`src/rtl/stopwatch_ctrl.sv`:
```
// Stopwatch control FSM: sequences run/split/stop, drives counter enable/clear and display digit selection.
// Optional STOP-state display blinking is compiled in with `define STOPWATCH_BLINK_EN.
module stopwatch_ctrl #(
    parameter int BLINK_DIV = 25_000_000
) (
    input  logic        clk,
    input  logic        rst,
    input  logic        start_ed,
    input  logic        stop_ed,
    input  logic        split_ed,
    input  logic [31:0] live_digits,
    output logic        cnt_en,
    output logic        cnt_clr,
    output logic [31:0] disp_digits,
    output logic [1:0]  state,
    output logic [3:0]  lap_cnt
);

    typedef enum logic [1:0] {
        S_IDLE    = 2'b00,
        S_RUNNING = 2'b01,
        S_SPLIT   = 2'b10,
        S_STOP    = 2'b11
    } state_t;

    state_t      r_state;
    logic [31:0] r_stage;
    logic [31:0] r_snap;
    logic        r_split_pend;

    logic        w_coherent;
    logic        w_stop;
    logic        w_split;
    logic        w_start;
    logic        w_pend;
    logic        w_blank;

    // live_digits crosses from the counter domain; only trust it when two consecutive samples agree
    assign w_coherent = (live_digits == r_stage);

    assign w_stop  = stop_ed;
    assign w_split = split_ed & ~stop_ed;
    assign w_start = start_ed & ~stop_ed & ~split_ed;
    assign w_pend  = r_split_pend | w_split;

    assign state = r_state;

    always_ff @(posedge clk or negedge rst) begin
        if (!rst) begin
            r_state      <= S_IDLE;
            r_stage      <= '0;
            r_snap       <= '0;
            r_split_pend <= 1'b0;
            cnt_en       <= 1'b0;
            cnt_clr      <= 1'b1;
            lap_cnt      <= '0;
        end else begin
            r_stage <= live_digits;
            case (r_state)
                S_IDLE: begin
                    lap_cnt      <= '0;
                    r_split_pend <= 1'b0;
                    if (w_start) begin
                        r_state <= S_RUNNING;
                        cnt_en  <= 1'b1;
                        cnt_clr <= 1'b0;
                    end
                end
                S_RUNNING: begin
                    if (w_stop) begin
                        r_state      <= S_STOP;
                        cnt_en       <= 1'b0;
                        r_split_pend <= 1'b0;
                    end else if (w_pend && w_coherent) begin
                        r_snap       <= live_digits;
                        r_state      <= S_SPLIT;
                        r_split_pend <= 1'b0;
                        if (lap_cnt != 4'd9) begin
                            lap_cnt <= lap_cnt + 4'd1;
                        end
                    end else begin
                        r_split_pend <= w_pend;
                    end
                end
                S_SPLIT: begin
                    if (w_stop) begin
                        r_state <= S_STOP;
                        cnt_en  <= 1'b0;
                    end else if (w_split) begin
                        r_state <= S_RUNNING;
                    end
                end
                S_STOP: begin
                    if (w_stop) begin
                        r_state <= S_IDLE;
                        cnt_clr <= 1'b1;
                        lap_cnt <= '0;
                    end else if (w_start) begin
                        r_state <= S_RUNNING;
                        cnt_en  <= 1'b1;
                    end
                end
                default: begin
                    r_state <= S_IDLE;
                end
            endcase
        end
    end

`ifdef STOPWATCH_BLINK_EN
    localparam int BW = (BLINK_DIV > 1) ? $clog2(BLINK_DIV) : 1;

    logic [BW-1:0] r_blink_cnt;
    logic          r_blink_phase;

    // Outside STOP, and on the edge that leaves it, the blink timer is parked so every STOP entry starts visible
    always_ff @(posedge clk or negedge rst) begin
        if (!rst) begin
            r_blink_cnt   <= '0;
            r_blink_phase <= 1'b0;
        end else if (r_state != S_STOP || w_stop || w_start) begin
            r_blink_cnt   <= '0;
            r_blink_phase <= 1'b0;
        end else if (r_blink_cnt == BW'(BLINK_DIV - 1)) begin
            r_blink_cnt   <= '0;
            r_blink_phase <= ~r_blink_phase;
        end else begin
            r_blink_cnt <= r_blink_cnt + 1'b1;
        end
    end

    assign w_blank = r_blink_phase & (r_state == S_STOP);
`else
    assign w_blank = 1'b0;
`endif

    always_comb begin
        disp_digits = live_digits;
        if (r_state == S_SPLIT) begin
            disp_digits = r_snap;
        end
        if (w_blank) begin
            disp_digits = '1;
        end
    end

endmodule
```
`config.mk`:
```
export PLATFORM = sky130hd
export DESIGN_NAME = stopwatch_ctrl
export DESIGN_NICKNAME = d
export VERILOG_FILES = /design/src/rtl/stopwatch_ctrl.sv
export SDC_FILE = /design/constraint.sdc
export NUM_CORES = 1
export LEC_CHECK = 0
export BUFFER_PORTS_ARGS = -buffer_cell sky130_fd_sc_hd__buf_2
export CORE_MARGIN = 3
export CORE_UTILIZATION = 48
export DETAILED_ROUTE_END_ITERATION = 6
export MAX_ROUTING_LAYER = met4
export PLACE_DENSITY = 0.72
export SETUP_SLACK_MARGIN = 0.05
export SLEW_MARGIN = 20
export SYNTH_ARGS = -nofsm -noshare
export SYNTH_HDL_FRONTEND = slang
export SYNTH_SLANG_ARGS = --single-unit
```
`constraint.sdc`:
```
create_clock -name clk -period 3.7 [get_ports clk]
set_clock_uncertainty 0.2 [all_clocks]
set_input_delay 0.74 -clock clk [delete_from_list [all_inputs] [get_ports clk]]
set_output_delay 0.74 -clock clk [all_outputs]
set_load 0.005 [all_outputs]
```
==> impl_metrics.csv <==
group,metric,value,unit
floorplan,ioPinCount,77,
pwr,ir_drop,0.331,mV
finish,area_delta_synth_final,21.1,%
synth,async_flop_share,1.00,
finish,drive_above_1_share,0.478,
worst_hold_path,hold_class,"reg2reg",
finish,layoutNonFillerInstCount,431,
synth,syn_area,3400,µm²
cts,cts.htree.levels,3,
worst_setup_path,path_buf_inv,3,
cts,post_cts_buffers,0,
synth,avgSynthCellArea,13.5,µm²
synth,ys_seq_area_frac,0.538,
synth,synth_fp_nets,294,
detailed_routing,wirelength,6490,µm
synth,netlist_top_cells_count,"72 x dfrtp_1, 59 x mux2_2, 32 x xnor2_1",
cts,cts_max_path_buffers,2,
detailed_routing,drtPass1Iterations,4,
timing,setup_viol,0,
finish,fin_area,4120,µm²
detailed_routing,wl_per_cell,15.1,µm
floorplan,die_w,90.2,µm
global_route,use_met2,0.276,
cts,hold_buffers,0,
timing,fmax,358,MHz
floorplan,die_h,90.2,µm
pwr,pwr-share-comb,0.283,
placement,gp_congestion,0.730,
pwr,p_per_area,550,nW/µm²
synth,yosysWarnings,0,
worst_setup_path,worstPathRequired,2.76,ns
pwr,swShare,0.286,
global_route,gr-usage-all-layers,0.175,
pwr,switchingPower,648,µW
worst_setup_path,critical_path.slowest_cell,"dfrtp_1",
global_route,overflow,0,
worst_setup_path,start_kind,"flip-flop",
pwr,pwr-share-clk,0.330,
worst_setup_path,crit_type,"reg2out",
global_route,grt_pass1_wl,11100,µm
cts,cts_resized,0,
timing,fin_crit,2.79,ns
worst_setup_path,cp_slowest_stage_delay,0.44,ns
flow_run,cap_violations,0,
finish,fin_nets,373,
cts,cts_tree,"done",
cts,cts-buffers-inserted,9,
synth,synth.most_common_cell,"dfrtp_1",
pwr,p_leak,0.00196,µW
timing,fin_crit_sh,0.754,
timing,setup_tns,0,ns
global_route,antenna_found_initial,0,
cts,cts_root_buf,"clkbuf_8",
timing,hold_violations,0,
placement,dp.final_hpwl,4400,µm
placement,dp.cells,415,
detailed_routing,drc,0,
timing,slew_headroom,0.389,
synth,synth.distinct_cells,35,
global_route,gr-max-usage-layer,"met2",
floorplan,dieArea,8130,µm²
outcome,outcome,"finished clean",
synth,synth_edf_count,0,
detailed_routing,first_iter_violations,139,
placement,pre_cts_ws,0.849,ns
global_route,grt_max_degree,74,
timing,hold_slack,0.295,ns
placement,port_buffers,76,
placement,dpl_cell_area,3870,µm²
synth,yosys.area.top_type_share,0.530,
detailed_routing,num_vias,2173,
synth,synth_top_area_cell,"dfrtp_1",
pwr,p_int,1610,µW
worst_setup_path,critPathCaptureType,"output port",
timing,fin_ws,0.910,ns
global_route,grt_pass1_vias,2307,
worst_setup_path,cp_top_family,"buffers and inverters",
detailed_routing,vias_per_cell,5.04,
synth,synth-seq-cells,73,
detailed_routing,antenna_left,0,
floorplan,initial_utilization,0.498,
timing,rsz0062_at_grt,"false",
floorplan,row_count,30,
synth,synth_area_leaders,"dfrtp_1 53%, mux2_2 20%, xnor2_1 8.2%, ha_1 2.2%, mux2_1 2.0%",
worst_setup_path,critPathMaxFanout,36,
synth,synthFlopType,"dfrtp_1",
global_route,grtUsageMet1,0.218,
synth,syn-instance-count,251,
global_route,grtUsageMet3,0.0452,
cts,clk_latency,0.34,ns
floorplan,coreArea,6830,µm²
cts,path_clk_slew,0.07,ns
finish,diodes,0,
pwr,seqPwrFrac,0.386,
cts,numClockSinks,73,
worst_setup_path,path_cells,"inv_1 > ha_2 > buf_12 > mux2_2 > buf_2",
timing,finalMaxSlewViolations,0,
worst_setup_path,cp.arrival,1.85,ns
timing,worst_pin_slew,0.917,ns
power groups by stage:
stage,clock network [µW],registers (µW),logic [µW]
6_report,747,874,641
5_1_grt,800,881,706
4_1_cts,774,874,650
3_5_place_dp,0,890,646
3_3_place_gp,0,887,636
2_1_floorplan,0,887,403
state kept, by name, indices dropped and copies added, names as in the netlist:
name	count
r_snap	32
r_stage	32
r_split_pend	1
state	2
cnt_clr	1
lap_cnt	4
cnt_en	1
through the flow:
stage           util  power, µW
2_1_floorplan      -       1290
3_3_place_gp   0.567       1520
3_5_place_dp   0.567       1540
4_1_cts        0.602       2300
5_1_grt        0.602       2390
6_report       0.602       2260
kinds of logic after synthesis:
kind of cell    Yosys count  share of synthesized area
flops                    73                      0.538
mux                      66                      0.218
xor+xnor                 32                     0.0824
simple gates             32                     0.0662
compound gates           25                     0.0479
buf+inv                  17                     0.0254
fa+ha+maj                 6                     0.0221
worst paths after layout:
kind                                            start                    end  slack [ns]  cells after the start
worst max-delay path             state[0]$_DFFE_PN0P_        disp_digits[30]        0.91                      5
max in group asynchronous                         rst  r_snap[0]$_DFFE_PN0P_        2.38                      1
worst max register to register   state[1]$_DFFE_PN0P_  r_snap[0]$_DFFE_PN0P_        1.05                      7
worst min-delay path            r_snap[1]$_DFFE_PN0P_  r_snap[1]$_DFFE_PN0P_        0.30                      1
worst min register to register  r_snap[1]$_DFFE_PN0P_  r_snap[1]$_DFFE_PN0P_        0.30                      1
min in group asynchronous                         rst   state[0]$_DFFE_PN0P_        0.33                      1
worst register-to-register path, delay by kind of cell (launching register included):
family | cells | cell delay [ns]
multiplexers | 1 | 0.35
AND/OR/NAND/NOR | 2 | 0.44
adder cells (fa/ha/maj) | 1 | 0.44
flip-flops | 1 | 0.43
AO/OA/AOI/OAI | 1 | 0.23
buffers and inverters | 2 | 0.43
cell type report:
type	instances	area [µm²]
clock buffer	9	124
clock inverter	7	119
fill	593	2720
inverter	7	26.3
multi-input combinational	161	1490
sequential	73	1830
tap	96	120
timing repair buffer	78	410
placed cells by master, fill, tap and decap left out, drive strengths merged, types with 3 or more instances in the layout:
master / synthesis / routed
a21oi: 7 / 7
buf: 4 / 78
bufinv: 0 / 3
clkbuf: 6 / 9
dfrtp: 72 / 72
ha: 6 / 6
inv: 7 / 7
mux2: 65 / 65
nand2: 3 / 3
nand3: 4 / 4
nand4: 8 / 8
nor2b: 3 / 3
nor3: 4 / 4
o21ai: 7 / 7
xnor2: 32 / 32
routing by layer:
| layer | routed length [µm] | up-vias | part of all wire |
|---|---|---|---|
| li1 | - | 1050 | - |
| met1 | 2920 | 1066 | 0.45 |
| met2 | 3170 | 49 | 0.49 |
| met3 | 311 | 8 | 0.048 |
| met4 | 99 | 0 | 0.015 |
| met5 | 0 | - | 0 |
No activity file was read; power rests on OpenSTA's default activity.
